`src/rtl/pattern_sequencer.sv`:
```
// pattern_sequencer
//   Stores the memory-game pattern (up to DEPTH symbols of SYM_W bits), plays it
//   back on one-hot LEDs with ON_CYC lit / GAP_CYC dark cycles per symbol, then
//   checks player input one symbol at a time, first-to-last or last-to-first.
//
// Ports
//   clk, rst_n        clock, asynchronous active-low reset
//   clr               synchronous clear of pattern length and FSM (highest priority)
//   append/append_sym one-cycle pulse adding a symbol to the end of the pattern (IDLE only)
//   play/reverse      one-cycle pulse starting playback; reverse latched at start
//   in_valid/in_sym   player symbol, accepted only while ready is high
//   led               one-hot playback display
//   busy              playback or check in progress
//   ready             CHECK state, in_valid is accepted
//   len/full          current pattern length, len == DEPTH
//   step_ok           pulse: checked symbol matched
//   round_done        pulse: whole pattern matched (together with step_ok)
//   mismatch          pulse: checked symbol was wrong
//   dbg_state         current FSM state (IDLE=0, SHOW_ON=1, SHOW_GAP=2, CHECK=3)
//
// Handshake: in_valid is a one-cycle strobe. A symbol is consumed on a rising
// edge where in_valid and ready are both high; in_valid with ready low is
// dropped. There is no back-pressure on the outputs: each result pulse lasts
// exactly one cycle, the cycle after the consuming edge.

module pattern_sequencer #(
    parameter int SYM_W   = 3,
    parameter int DEPTH   = 25,
    parameter int ON_CYC  = 4,
    parameter int GAP_CYC = 2,
    localparam int CNT_W  = $clog2(DEPTH + 1)
) (
    input  logic                  clk,
    input  logic                  rst_n,
    input  logic                  clr,
    input  logic                  append,
    input  logic [SYM_W-1:0]      append_sym,
    input  logic                  play,
    input  logic                  reverse,
    input  logic                  in_valid,
    input  logic [SYM_W-1:0]      in_sym,
    output logic [2**SYM_W-1:0]   led,
    output logic                  busy,
    output logic                  ready,
    output logic [CNT_W-1:0]      len,
    output logic                  full,
    output logic                  step_ok,
    output logic                  round_done,
    output logic                  mismatch,
    output logic [1:0]            dbg_state
);

    localparam int AW      = (DEPTH > 1) ? $clog2(DEPTH) : 1;
    localparam int TMR_MAX = (ON_CYC > GAP_CYC) ? ON_CYC : GAP_CYC;
    // Timer counts down from duration-1 to 0, so it only needs to hold TMR_MAX-1.
    localparam int TMR_W   = (TMR_MAX > 1) ? $clog2(TMR_MAX) : 1;

    localparam logic [TMR_W-1:0] ON_LOAD  = TMR_W'(ON_CYC - 1);
    localparam logic [TMR_W-1:0] GAP_LOAD = TMR_W'(GAP_CYC - 1);
    localparam logic [CNT_W-1:0] LEN_MAX  = CNT_W'(DEPTH);
    localparam logic [CNT_W-1:0] CNT_ONE  = CNT_W'(1);

    typedef enum logic [1:0] {
        S_IDLE     = 2'd0,
        S_SHOW_ON  = 2'd1,
        S_SHOW_GAP = 2'd2,
        S_CHECK    = 2'd3
    } state_e;

    state_e             state_q, state_d;
    logic [CNT_W-1:0]   len_q, len_d;
    logic [CNT_W-1:0]   idx_q, idx_d;
    logic [TMR_W-1:0]   tmr_q, tmr_d;
    logic               rev_q, rev_d;
    logic               step_ok_q, step_ok_d;
    logic               round_done_q, round_done_d;
    logic               mismatch_q, mismatch_d;
    logic               mem_we;
    logic [SYM_W-1:0]   mem_q [DEPTH];

    logic [SYM_W-1:0]   cur_sym;
    logic [CNT_W-1:0]   last_idx;
    logic               full_w;

    // idx doubles as the playback index and the check pointer.
    assign cur_sym  = mem_q[idx_q[AW-1:0]];
    assign last_idx = len_q - CNT_ONE;
    assign full_w   = (len_q == LEN_MAX);

    always_comb begin
        state_d      = state_q;
        len_d        = len_q;
        idx_d        = idx_q;
        tmr_d        = tmr_q;
        rev_d        = rev_q;
        step_ok_d    = 1'b0;
        round_done_d = 1'b0;
        mismatch_d   = 1'b0;
        mem_we       = 1'b0;

        if (clr) begin
            state_d = S_IDLE;
            len_d   = '0;
            idx_d   = '0;
            tmr_d   = '0;
        end else begin
            case (state_q)
                S_IDLE: begin
                    if (append && !full_w) begin
                        mem_we = 1'b1;
                        len_d  = len_q + CNT_ONE;
                    end
                    // Uses the post-append length so append+play plays the new symbol.
                    if (play && (len_d != '0)) begin
                        rev_d   = reverse;
                        idx_d   = '0;
                        tmr_d   = ON_LOAD;
                        state_d = S_SHOW_ON;
                    end
                end
                S_SHOW_ON: begin
                    if (tmr_q == '0) begin
                        tmr_d   = GAP_LOAD;
                        state_d = S_SHOW_GAP;
                    end else begin
                        tmr_d = tmr_q - 1'b1;
                    end
                end
                S_SHOW_GAP: begin
                    if (tmr_q != '0) begin
                        tmr_d = tmr_q - 1'b1;
                    end else if (idx_q == last_idx) begin
                        tmr_d   = '0;
                        idx_d   = rev_q ? last_idx : '0;
                        state_d = S_CHECK;
                    end else begin
                        idx_d   = idx_q + CNT_ONE;
                        tmr_d   = ON_LOAD;
                        state_d = S_SHOW_ON;
                    end
                end
                S_CHECK: begin
                    if (in_valid) begin
                        if (in_sym == cur_sym) begin
                            step_ok_d = 1'b1;
                            if (rev_q ? (idx_q == '0) : (idx_q == last_idx)) begin
                                round_done_d = 1'b1;
                                idx_d        = '0;
                                state_d      = S_IDLE;
                            end else begin
                                idx_d = rev_q ? (idx_q - CNT_ONE) : (idx_q + CNT_ONE);
                            end
                        end else begin
                            mismatch_d = 1'b1;
                            idx_d      = '0;
                            state_d    = S_IDLE;
                        end
                    end
                end
                default: state_d = S_IDLE;
            endcase
        end
    end

    always_ff @(posedge clk or negedge rst_n) begin
        if (!rst_n) begin
            state_q      <= S_IDLE;
            len_q        <= '0;
            idx_q        <= '0;
            tmr_q        <= '0;
            rev_q        <= 1'b0;
            step_ok_q    <= 1'b0;
            round_done_q <= 1'b0;
            mismatch_q   <= 1'b0;
        end else begin
            state_q      <= state_d;
            len_q        <= len_d;
            idx_q        <= idx_d;
            tmr_q        <= tmr_d;
            rev_q        <= rev_d;
            step_ok_q    <= step_ok_d;
            round_done_q <= round_done_d;
            mismatch_q   <= mismatch_d;
        end
    end

    // Pattern storage needs no reset; len decides which entries are meaningful.
    always_ff @(posedge clk) begin
        if (mem_we) begin
            mem_q[len_q[AW-1:0]] <= append_sym;
        end
    end

    // LED is decoded from registered state and storage only.
    always_comb begin
        led = '0;
        if (state_q == S_SHOW_ON) begin
            led[cur_sym] = 1'b1;
        end
    end

    assign busy       = (state_q != S_IDLE);
    assign ready      = (state_q == S_CHECK);
    assign len        = len_q;
    assign full       = full_w;
    assign step_ok    = step_ok_q;
    assign round_done = round_done_q;
    assign mismatch   = mismatch_q;
    assign dbg_state  = state_q;

endmodule

```
`config.mk`:
```
export PLATFORM = sky130hd
export DESIGN_NAME = pattern_sequencer
export DESIGN_NICKNAME = d
export VERILOG_FILES = /design/src/rtl/pattern_sequencer.sv
export SDC_FILE = /design/constraint.sdc
export NUM_CORES = 1
export LEC_CHECK = 0
export CAP_MARGIN = 20
export CORE_MARGIN = 1.5
export CORE_UTILIZATION = 63
export CTS_CLUSTER_SIZE = 24
export DETAILED_ROUTE_END_ITERATION = 6
export PLACE_DENSITY = 0.85
export SETUP_SLACK_MARGIN = 0.2
export SLEW_MARGIN = 30
export SYNTH_ARGS = -nofsm -noshare
export SYNTH_HDL_FRONTEND = slang
export SYNTH_SLANG_ARGS = --single-unit
```
`constraint.sdc`:
```
create_clock -name clk -period 7.85 [get_ports clk]
set_input_delay 0.785 -clock clk [delete_from_list [all_inputs] [get_ports clk]]
set_output_delay 0.785 -clock clk [all_outputs]
set_load 0.01 [all_outputs]
```
==> flow_summary.yaml, run 1 <==
setup_path:
  cp-end-kind: "primary output"
  rrSetupSlack_ps: 4370
  reg2regPathDepth: 8
  crit_cells: 8
  slowest_stage: "dfrtp_1"
  cp_top_family: "buffers and inverters"
  crit_path_end: "led[7]"
  worst-path-buf-inv: 2
  path_cells: "buf_4, mux4_1, nand2_1, a311o_1, and3_1, or2_2, nor2_1, clkdlybuf4s50_1"
  critPathArrivalTime_ps: 3420
  critPathMaxStageDelay_ps: 730
  cp.required_ps: 7070
  cp_max_fo: 18
  r2r-end: "idx_q[0]"
  crit_type: "reg -> out"
  crit_start: "idx_q[0]"
  reg2reg_from: "idx_q[0]"
  startpoint_type: "flop"
floorplanning:
  fp-row-count: 31
  ios: 34
  core_mm2: 0.00733
  initial_core_util: 0.659
  die_y_um: 90.5
  die-area_mm2: 0.00820
  die_x_um: 90.5
power:
  pwr-share-clk: 0.239
  ir_worst_vdd_mv: 0.137
  internal_power_w: 0.000803
  switching_share: 0.318
  power_density_mw_per_mm2: 219
  p_leak_nw: 1.78
  power_switching_w: 0.000374
  combPwrFrac: 0.262
  seqPwrFrac: 0.499
global_routing:
  grt.total_usage: 0.273
  antenna_found_initial: 0
  grt-ovfl-total: 0
  grt_pass1_vias: 3187
  grt_start_max_net_pins: 26
  grt_pass1_wl_um: 16900
logic_synthesis:
  ys_seq_area_frac: 0.560
  ys_seq_elements: 93
  syn_nets: 415
  async_flop_share: 0.194
  synth_ff_type: "edfxtp_1"
  syn_avg_cell_area_um2: 12.3
  ys_warn_count: 0
  synth_edf_count: 75
  syn_inst: 391
  synth_cell_types: 62
  syn_area_mm2: 0.00483
timing:
  rsz0062_at_grt: "no"
  finalCriticalPeriod_ps: 4200
  worst_pin_slew_ps: 928
  hold_violations: 0
  clock_skew_ps: 10.7
  slew_violations: 0
  tns_ps: 0
  period_share: 0.535
  relSlewSlack: 0.382
  fmax_ghz: 0.238
  setup_viol: 0
  setup_slack_ps: 3650
place:
  place_hpwl_um: 7300
  place_ws_ps: 4050
  routabilityCongestion: 0.892
  portBuffers: 33
drt:
  drt-pass1-iter-count: 5
  avgRoutedWirePerCell_um: 19.9
  viasPerCell: 6.42
  vias: 3351
  routed_wl_um: 10400
  drc_errors: 0
  ant_nets: 0
  drt_iter0_markers: 352
clock_network:
  cts_hold_buf: 0
  htree_levels: 3
  clkTransAtPathRegs_ps: 90
  cts_resized: 0
  cts_setup_buffers: 0
  cts-root-buf: "clkbuf_8"
  cts_buffer_depth: 2
  insertion_delay_ps: 360
  clock_sinks: 93
  cts_tree: "done"
  cts-buffers-inserted: 9
min_path:
  hold_class: "in -> async"
layout:
  area_delta_synth_final_pct: 11.2
  utilization: 0.732
  nets: 443
  diodes: 0
  drive_gt1_frac: 0.104
  fill_cells: 493
  seq_area_mm2: 0.00270
  multi_input_area_mm2: 0.00199
run_status:
  status: "complete, no violations"
run:
  max_cap_viol_count: 0
## cells in the final DEF, fill, tap and decap left out, types with 3 or more instances in the layout
| cell type | n |
|---|---|
| a21oi_1 | 10 |
| a222oi_1 | 3 |
| a22oi_1 | 3 |
| a31oi_1 | 9 |
| and2_1 | 3 |
| and3_1 | 3 |
| clkbuf_8 | 9 |
| clkdlybuf4s50_1 | 32 |
| dfrtp_1 | 18 |
| edfxtp_1 | 75 |
| ha_1 | 11 |
| inv_1 | 13 |
| mux2_2 | 10 |
| mux2i_1 | 6 |
| mux4_1 | 5 |
| mux4_2 | 6 |
| nand2_1 | 27 |
| nand2b_1 | 12 |
| nand3_1 | 9 |
| nand3b_1 | 4 |
| nor2_1 | 50 |
| nor2b_1 | 4 |
| nor3_1 | 6 |
| nor3b_1 | 4 |
| nor4_1 | 5 |
| o211ai_1 | 5 |
| o21ai_0 | 13 |
| o221ai_1 | 3 |
| or3_1 | 6 |
| xnor2_1 | 7 |
| xor2_1 | 4 |
## worst min-delay path by stage
stage                   from      endpoint  slack, ps  depth (start not counted)
finish                 rst_n  dbg_state[1]        350                          1
global route           rst_n        len[4]        390                          1
CTS                 tmr_q[1]      tmr_q[1]        620                          2
detailed placement  tmr_q[1]      tmr_q[1]        600                          2
global placement    tmr_q[1]      tmr_q[1]        590                          2
floorplan              rst_n  dbg_state[0]        490                          0
## layout make-up
type / instances / share of cell area
clock buffers: 11 / 0.0245
repair buffers: 34 / 0.0620
clock inverters: 4 / 0.00653
multi-input cells: 268 / 0.371
inverters: 13 / 0.00909
flip-flops and latches: 93 / 0.503
well taps: 99 / 0.0231
## state kept, by name (all words and copies together) (netlist names), 2 cells and up
| signal | count |
|---|---|
| tmr_q | 2 |
| dbg_state | 2 |
| mem_q | 75 |
| len | 5 |
| idx_q | 5 |
## routing by layer
| layer | share of wire | track usage |
|---|---|---|
| met1 | 0.44 | 0.401 |
| met3 | 0.065 | 0.0404 |
| met4 | 0.019 | 0.0939 |
| met5 | 0 | 0 |
| met2 | 0.48 | 0.419 |
## synthesized netlist by cell type, drive strengths merged (2+ instances only)
library cell | instances | share of area
xnor3 | 2 | 0.0093
nor3 | 7 | 0.0083
mux2i | 6 | 0.012
nand2 | 27 | 0.021
nand3b | 4 | 0.0062
buf | 7 | 0.0096
nand4 | 2 | 0.0026
and3 | 3 | 0.0039
o22ai | 2 | 0.0026
nor2b | 4 | 0.0052
a22oi | 3 | 0.0047
a211oi | 2 | 0.0031
clkbuf | 10 | 0.0078
nor3b | 4 | 0.0062
or2 | 2 | 0.0026
a31oi | 9 | 0.012
o21ai | 16 | 0.017
nor2 | 50 | 0.039
and3b | 2 | 0.0044
o221ai | 3 | 0.0054
edfxtp | 75 | 0.47
mux2 | 13 | 0.032
ha | 11 | 0.029
xnor2 | 7 | 0.013
o211ai | 5 | 0.0078
xor2 | 4 | 0.0073
dfrtp | 18 | 0.093
mux4 | 11 | 0.055
a21oi | 10 | 0.010
nor4 | 6 | 0.011
a21boi | 2 | 0.0031
and2 | 3 | 0.0039
inv | 13 | 0.010
a222oi | 3 | 0.0062
or3 | 6 | 0.0078
nand3 | 11 | 0.013
and4 | 2 | 0.0036
nand2b | 12 | 0.016
o31ai | 2 | 0.0031
## metrics by stage
stage / hold slack (ps) / cell area (um^2) / cells / total power, W
finish: 354 / 5370 / 522 / 0.00118
global route: 385 / 5370 / 522 / 0.00124
CTS: 618 / 5370 / 522 / 0.00118
detailed placement: 599 / 5210 / 507 / 0.000901
global placement: 590 / 5210 / 507 / 0.000893
floorplan: 489 / 4830 / 391 / 0.000809
## kinds of logic (layout without fill, tap and decap cells)
family          count (synthesis)  count (layout)  synth area share
mux                            30              30            0.0995
simple gates                  148             148             0.161
xor+xnor                       14              14            0.0342
compound gates                 65              65            0.0899
fa+ha+maj                      11              11            0.0285
buf+inv                        30              62            0.0275
flops                          93              93             0.560
## power groups by stage
stage	combinational [W]	clock, W	sequential, W
floorplan	0.000228	0	0.000581
global placement	0.000296	0	0.000596
detailed placement	0.000303	0	0.000598
CTS	0.000306	0.000285	0.000587
global route	0.000342	0.000307	0.000592
finish	0.000308	0.000282	0.000587
Power figures use the tool's default switching activity.
==> run 2, diff against run 1 <==
--- a/config.mk
+++ b/config.mk
@@ -7,10 +7,10 @@
 export LEC_CHECK = 0
 export CAP_MARGIN = 20
 export CORE_MARGIN = 1.5
-export CORE_UTILIZATION = 63
+export CORE_UTILIZATION = 59
 export CTS_CLUSTER_SIZE = 24
 export DETAILED_ROUTE_END_ITERATION = 6
-export PLACE_DENSITY = 0.85
+export PLACE_DENSITY = 0.8
 export SETUP_SLACK_MARGIN = 0.2
 export SLEW_MARGIN = 30
 export SYNTH_ARGS = -nofsm -noshare
==> constraint.sdc (replaced) <==
create_clock -name clk -period 4.3 [get_ports clk]
set_input_delay 0.43 -clock clk [delete_from_list [all_inputs] [get_ports clk]]
set_output_delay 0.43 -clock clk [all_outputs]
set_load 0.01 [all_outputs]
==> run 2 against run 1 <==
  * Register-to-register slack got worse by 3200 ps
  * Die area rose by 6.6%
  * Cell count rose by 0.77%
  * Critical endpoint is now led[6]
  * Global-route usage fell by 2.1 points
  * Sequential share of layout area fell by 0.13 points
  * Critical path depth did not move
  * Final area rose by 0.35%
  * Critical path type unchanged
  * Largest cell class unchanged
  * Sequential cell count did not move
==> flow_summary.yaml, run 2 (synthesis gave the netlist of run 1 again) <==
timing:
  fmax_ghz: 0.275
  worst_pin_slew_ps: 903
  setup_viol: 0
  relSlewSlack: 0.396
  finalCriticalPeriod_ps: 3640
  clock_skew_ps: 12.5
  hold_violations: 0
  rsz0062_at_grt: "no"
  period_share: 0.846
  slew_violations: 0
  tns_ps: 0
floorplanning:
  die-area_mm2: 0.00874
  ios: 34
  initial_core_util: 0.618
  die_y_um: 93.5
  fp-row-count: 32
  core_mm2: 0.00781
  die_x_um: 93.5
setup_path:
  cp.required_ps: 3870
  startpoint_type: "flop"
  cp-end-kind: "primary output"
  cp_max_fo: 18
  critPathArrivalTime_ps: 3210
  crit_type: "reg -> out"
clock_network:
  cts_setup_buffers: 0
  insertion_delay_ps: 350
  clkTransAtPathRegs_ps: 100
  cts_tree: "done"
  htree_levels: 3
  clock_sinks: 93
  cts_hold_buf: 0
  cts-buffers-inserted: 9
  cts_buffer_depth: 2
  cts-root-buf: "clkbuf_8"
power:
  seqPwrFrac: 0.494
  ir_worst_vdd_mv: 0.276
  power_density_mw_per_mm2: 404
  p_leak_nw: 1.79
  switching_share: 0.323
  pwr-share-clk: 0.249
  internal_power_w: 0.00147
  combPwrFrac: 0.257
  power_switching_w: 0.000702
layout:
  drive_gt1_frac: 0.116
  most-common-layout-cells: "edfxtp_1 (75), nor2_1 (50), clkdlybuf4s50_1 (32), nand2_1 (27), dfrtp_1 (16)"
  nets: 443
  area_delta_synth_final_pct: 11.6
  largest_reg_flops: 75
  final_cells: 526
  final_common_cell: "edfxtp_1"
  diodes: 0
place:
  numPlacedInstances: 510
  routabilityCongestion: 0.845
  portBuffers: 33
  place_hpwl_um: 7160
global_routing:
  grt.total_usage: 0.251
  top_usage_layer: "met2"
  grt_pass1_wl_um: 16300
  grtUsageMet2: 0.405
  grt_pass1_vias: 3196
  use_met3: 0.0325
  grt-ovfl-total: 0
  grt_start_max_net_pins: 26
  globalRouteMet1Util: 0.354
  antenna_found_initial: 0
run_status:
  status: "complete, no violations"
drt:
  drc_errors: 0
  ant_nets: 0
  routed_wl_um: 10100
  viasPerCell: 6.24
  avgRoutedWirePerCell_um: 19.3
  drt_iter0_markers: 365
  vias: 3283
  drt-pass1-iter-count: 5
min_path:
  hold_class: "in -> async"
run:
  max_cap_viol_count: 0
-- run 2: final cells by class --
cell class / instances / area, um^2
Clock buffer: 9 / 124
Clock inverter: 7 / 55.1
Fill cell: 594 / 2420
Inverter: 13 / 48.8
Multi-Input combinational cell: 268 / 1990
Sequential cell: 93 / 2710
Tap cell: 102 / 128
Timing Repair Buffer: 34 / 333
-- run 2: critical path, cell delays in order (launching register included) --
cell and delay [ps]:
dfrtp_2 670, buf_4 320, mux2_2 350, a222oi_1 340
a22oi_1 200, nand2_1 130, nand2_1 120, nor2_1 140
clkdlybuf4s50_1 560
-- run 2: metrics by stage --
step / setup slack (ps) / hold WS [ps] / instance area (um^2) / util / power, W
detailed placement: 767 / 593 / 5210 / 0.667 / 0.00165
global route: 465 / 34.1 / 5390 / 0.690 / 0.00228
finish: 664 / 4.79 / 5390 / 0.690 / 0.00217
CTS: 353 / 589 / 5390 / 0.690 / 0.00218
floorplan: 1670 / 134 / 4830 / - / 0.00148
global placement: 913 / 580 / 5210 / 0.667 / 0.00163
-- run 2: power groups by stage --
stage	Sequential (W)	Clock [W]	Combinational, W
2_1_floorplan	0.00106	0	0.000417
6_report	0.00107	0.000541	0.000560
4_1_cts	0.00107	0.000548	0.000556
5_1_grt	0.00108	0.000582	0.000616
3_3_place_gp	0.00109	0	0.000539
3_5_place_dp	0.00109	0	0.000553
-- run 2: worst paths after layout --
path	slack, ps	cells after the start	start	to
min in group clk	620	2	tmr_q[1]	tmr_q[1]
min reg2reg	620	2	tmr_q[1]	tmr_q[1]
min	5	1	rst_n	dbg_state[1]
max	660	8	idx_q[0]	led[6]
max in group asynchronous	3950	1	rst_n	idx_q[2]
max reg2reg	1130	8	idx_q[0]	idx_q[0]
-- run 2: timing repair --
item,CTS,global route
setup endpoints to repair,0,4
endpoints found under the hold margin,0,0
resized for setup,0,1
-- run 2: layer usage --
layer	vias to the layer above	wire length, um
li1	1536	-
met1	1598	4410
met4	0	167
met3	19	667
met5	-	0
met2	130	4900
==> run 3, diff against run 2 <==
--- a/config.mk
+++ b/config.mk
@@ -7,10 +7,10 @@
 export LEC_CHECK = 0
 export CAP_MARGIN = 20
 export CORE_MARGIN = 1.5
-export CORE_UTILIZATION = 59
+export CORE_UTILIZATION = 53
 export CTS_CLUSTER_SIZE = 24
 export DETAILED_ROUTE_END_ITERATION = 6
-export PLACE_DENSITY = 0.8
+export PLACE_DENSITY = 0.76
 export SETUP_SLACK_MARGIN = 0.2
 export SLEW_MARGIN = 30
 export SYNTH_ARGS = -nofsm -noshare
==> constraint.sdc (replaced) <==
create_clock -name clk -period 3.2 [get_ports clk]
set_input_delay 0.32 -clock clk [delete_from_list [all_inputs] [get_ports clk]]
set_output_delay 0.32 -clock clk [all_outputs]
set_load 0.01 [all_outputs]
==> run 3 against run 2 <==
  * Global-route usage fell by 1.8 points
  * Non-clock buffer count rose by 26
  * Utilization fell by 4.4 points
  * Combinational power increased by 48%
  * Clock skew increased by 6.1 ps
  * Critical path depth is 1 higher
  * Hold slack improved by 410 ps
  * Die area grew 11%
  * First-iteration DRC count shrank 0.27%
  * Sequential power up 34%
  * Register-to-register slack worse by 850 ps
  * Via count up 3.4%
  * Critical endpoint is now led[3]
  * Largest cell class unchanged
  * Largest power group unchanged
==> flow_summary.yaml, run 3 (synthesis gave the netlist of run 1 again) <==
clock_network:
  insertion_delay_ps: 370
  clock_sinks: 93
  clkTransAtPathRegs_ps: 100
  cts-buffers-inserted: 9
  htree_levels: 3
  cts-root-buf: "clkbuf_8"
  cts_tree: "done"
  cts_buffer_depth: 2
power:
  finalPower_w: 0.00307
  ir_worst_vdd_mv: 0.382
  p_leak_nw: 1.98
  power_density_mw_per_mm2: 542
drt:
  avgRoutedWirePerCell_um: 19.5
  drc_errors: 0
  drt-pass1-iter-count: 5
  met2_length_um: 5190
  routed_wl_um: 10900
  top_layer: "met4"
  ant_nets: 0
  viasPerCell: 6.08
  drt_iter0_markers: 364
  wl_met1_um: 4770
  dr_wl_met3_um: 730
  vias: 3394
layout:
  drive_gt1_frac: 0.196
  area_delta_synth_final_pct: 17.2
  diodes: 0
  nets: 469
  fill_cells: 671
  final_common_cell: "edfxtp_1"
  most-common-layout-cells: "edfxtp_1 (75), nor2_1 (50), nand2_1 (26), clkdlybuf4s50_1 (22), buf_4 (21)"
  largest_reg_flops: 75
setup_path:
  crit_type: "reg -> out"
  path_cells: "buf_6, buf_6, mux2_2, a222oi_1, a22oi_2, buf_4, nand3_4, nor2_1, dlygate4sd2_1"
  cp.required_ps: 2880
  startpoint_type: "flop"
  slowest_stage: "a222oi_1"
  critPathArrivalTime_ps: 2630
  cp_max_fo: 5
  critPathMaxStageDelay_ps: 470
  cpMostUsedCell: "buf_6"
  cp-end-kind: "primary output"
global_routing:
  grt.total_usage: 0.233
  antenna_found_initial: 0
  grt_start_max_net_pins: 26
  grt-ovfl-total: 0
  grt_pass1_wl_um: 17300
  grt_pass1_vias: 3347
floorplanning:
  fp-row-count: 34
  core_mm2: 0.00876
  die_x_um: 98.4
  ios: 34
  die-area_mm2: 0.00969
  initial_core_util: 0.551
  die_y_um: 98.4
timing:
  holdWs_ps: 410
  clock_skew_ps: 18.6
  relSlewSlack: 0.421
  fmax_ghz: 0.339
  setup_viol: 0
  worst_pin_slew_ps: 866
  slew_violations: 0
  rsz0062_at_grt: "yes"
  finalCriticalPeriod_ps: 2950
  hold_violations: 0
  tns_ps: 0
  period_share: 0.921
place:
  routabilityCongestion: 0.870
  portBuffers: 33
  place_hpwl_um: 7440
run:
  max_cap_viol_count: 0
min_path:
  hold_class: "in -> async"
run_status:
  status: "complete, no violations"
==> run 3: cell count changes in the layout (fill, tap and decap cells not counted), sizes merged <==
cell           previous run  this run
buf                       2        29
clkbuf                    9        13
dlymetal6s2s              0         1
inv                      17        16
clkdlybuf4s50            32        22
clkdlybuf4s15             0         1
dlygate4sd3               0         1
bufinv                    0         1
dlygate4sd2               0         2
==> run 3: what timing repair did <==
item | CTS | global route
setup endpoints to repair | 10 | 13
hold buffers | 0 | 1
endpoints found under the hold margin | 0 | 18
resized for setup | 16 | 18
pin swaps | 8 | 4
cloned | 1 | 0
buffers inserted | 9 | 3
==> run 3: worst max-delay path: cells and delay by family (launching register included) <==
| family | cells | cell delay (ps) |
|---|---|---|
| buffers and inverters | 4 | 710 |
| AOI/OAI and AO/OA | 2 | 640 |
| DFF | 1 | 460 |
| muxes | 1 | 320 |
| and+or+nand+nor | 2 | 130 |
==> run 3: final timing paths <==
check | startpoint | endpoint | slack, ps | cells past startpoint
worst max-delay path | idx_q[0] | led[3] | 250 | 9
worst min register to register | tmr_q[1] | tmr_q[1] | 600 | 2
max in group asynchronous | rst_n | idx_q[0] | 2450 | 2
worst min-delay path | rst_n | len[4] | 410 | 2
worst max register to register | idx_q[0] | idx_q[0] | 280 | 10
min in group clk | append_sym[0] | mem_q[22][0] | 430 | 1
==> run 3: power breakdown <==
group,total [W],switching (W),internal (W)
registers,0.00143,0.0000792,0.00135
clock network,0.000808,0.000437,0.000371
logic,0.000826,0.000455,0.000370
==> run 3: metal layers <==
layer | vias up | GRT usage
li1 | 1577 | -
met1 | 1656 | 0.331
met2 | 143 | 0.366
met3 | 18 | 0.0418
met4 | 0 | 0.0823
met5 | - | 0
==> run 3: final cells by class <==
cell class / instances / area, um^2 / share of cell area
inverters: 13 / 48.8 / 0.00862
clock inverters: 7 / 78.8 / 0.0139
flip-flops and latches: 93 / 2710 / 0.478
clock buffers: 9 / 124 / 0.0219
well taps: 108 / 135 / 0.0239
repair buffers: 60 / 522 / 0.0922
multi-input cells: 268 / 2040 / 0.361
==> run 3: per-stage QoR <==
step | setup WS [ps] | cell area [um^2] | cells | util
after floorplan | 574 | 4830 | 391 | -
after global placement | 208 | 5310 | 528 | 0.606
after detailed placement | 144 | 5310 | 528 | 0.606
after CTS | 27.7 | 5610 | 554 | 0.640
after global routing | 176 | 5660 | 558 | 0.646
final | 253 | 5660 | 558 | 0.646
==> variant: new RTL, settings of run 2 <==
`DEPTH`: 25 -> 50.
--- a/src/rtl/pattern_sequencer.sv
+++ b/src/rtl/pattern_sequencer.sv
@@ -26,5 +26,5 @@
 module pattern_sequencer #(
     parameter int SYM_W   = 3,
-    parameter int DEPTH   = 25,
+    parameter int DEPTH   = 50,
     parameter int ON_CYC  = 4,
     parameter int GAP_CYC = 2,
Interface: changed (resized len); port bits go from 34 to 35. No check against the original RTL was run, so the function may have changed too.
==> variant against run 2 <==
Routed wire length is 85% higher; total power is 93% higher; sequential share of layout area is 3.7 points higher; clock skew is 0.00057 ns lower; hold slack better by 0.52 ns; first-iteration DRC count is 95% higher; cell count is 58% higher; area after synthesis is 69% higher; maximum frequency is 7.4% lower; clock power grew to 2.9 times the old value; setup slack worse by 0.29 ns; sequential cell count is 77 higher; design area is 73% higher; critical path type unchanged.
==> variant: results (changes against run 2) <==
Synth area leaders edfxtp_1 55%, mux4_2 7.5%, dfrtp_1 6.1%; Max Used Layer met4; Crit Path Class flip-flop to output port; first-pass GRT wire length 29070 um (+78%); routed wl met3 1641 um (+150%); drt first-iter violations 710 (+95%); final RePlAce weighted congestion 0.8779 (+3.9%); Pins Over Slew Limit 0 (unchanged); share of cells above drive strength 1 14.35% (+2.8 points); fin nets 665 (+50%); VDD IR max 0.0003211 V (+16%); clk_skew 0.01196 ns (-0.0005725 ns); cells on worst reg2reg path 8 (unchanged); Hold WC Path Type input port to async pin; Port Buffer Count 34 (+3.0%); status complete, no violations; clk slew on worst S/H paths 0.07 ns (-0.03 ns); DP Area 8668 sq um (+66%); Synth top cells by count 150 x edfxtp_1, 80 x nor2_1, 42 x nand2_1, 27 x mux4_2, 25 x mux2i_1; RR Endpoint idx_q[1]; First-pass DRT Iterations 7 (+2); Synth Instances 607 (+55%); Leak 3.075 nW (+71%); Post-synth EDFFs 150 (+100%); number of flip-flops in the largest register 150 (+100%); register area share after synthesis 61.37% (+5.4 points); Finished Layout Cells 831 (+58%); latest clock arrival within the worst-skew pair 0.44 ns (+0.09 ns); main flop type after synthesis edfxtp_1; P_sw 1.105 mW (+57%); met3 usage 5.802% (+2.5 points); FFs w/ async S/R, synth 11.76% (-7.6 points); dpl hpwl 12600 um (+76%); highest clock rate 0.2547 GHz (-7.4%); Via density 6.428 (+3.0%); wl on met1 7374 um (+67%); Worst setup startpoint idx_q[1]; met2 wire length 9192 um (+88%); Yosys cell types 58 (-6.5%); Total GRT Usage 27.39% (+2.3 points); setup slack, reg-to-reg 0.66 ns (-0.47 ns); placed cells 797 (+56%); CTS Buf Count 17 (+8); met2 Use GR 43.79% (+3.3 points); clock buffer depth 2 (unchanged); Synth Net Count 630 (+52%); hold slack 0.5284 ns (+0.5236 ns); CTS HTree Levels 4 (+1); vias in the first global route 5255 (+64%); Slew headroom 46.06% (+6.4 points); Synth Register Bits 170 (+83%); worst slack, placed 0.7178 ns (-0.04971 ns); Worst Path Max Fanout 11 (-7); largest net degree at the start of global routing 51 (+96%); WP data arrival 3.50 ns (+0.29 ns); grt met1 use 36.66% (+1.3 points); Routed WL 18760 um (+85%); clock root buffer clkbuf_16; Worst Setup EP led[6]
## variant: changes by cell type in the layout (fill, tap and decap cells not counted), sizes merged, moves of 6 or more
cell and change:
nand3 +8, edfxtp +75, mux4 +16, nor2 +30, a221oi +6, nor4 -6
o21ai -8, nor3 +9, nand2 +15, xnor2 +6, mux2i +19, buf +18
clkbuf +12
## variant: cell type report
class	instances	area (sq um)
multi-input combinational	385	2922
tap	176	220.2
inverter	15	56.30
sequential	170	5010
clock inverter	11	166.4
timing repair buffer	53	479.2
fill	914	4054
clock buffer	21	440.4
## variant: cell families after synthesis
kind of cell,count (synthesis),share of synthesized area [%]
muxes,65,12.32
and+or+nand+nor,214,12.58
DFF,170,61.37
buffers and inverters,52,2.807
AOI/OAI and AO/OA,74,6.521
adders and majority gates,10,1.534
xor gates and xnor gates,22,2.869
## variant: power by group through the flow
stage | logic, mW | registers [mW] | clock network (mW)
after detailed placement | 0.700 | 1.93 | 0
after global placement | 0.676 | 1.93 | 0
after global routing | 0.768 | 1.91 | 1.65
after floorplan | 0.491 | 1.90 | 0
final | 0.718 | 1.90 | 1.59
after CTS | 0.706 | 1.90 | 1.59
## variant: critical path, cell delays in order, from the launching register on
cell	delay, ns
dfrtp_2	0.55
buf_4	0.26
mux4_2	0.55
mux2i_1	0.21
o21bai_1	0.10
o211ai_1	0.19
buf_4	0.16
nand2_1	0.09
or2_2	0.29
nor2_1	0.11
clkdlybuf4s50_1	0.55
## variant: timing repair
item	4_1_cts	5_1_grt
hold endpoints to repair	0	20
gates resized for setup	0	2
hold buffers	0	1
setup endpoints to repair	0	8
buffers inserted	0	1
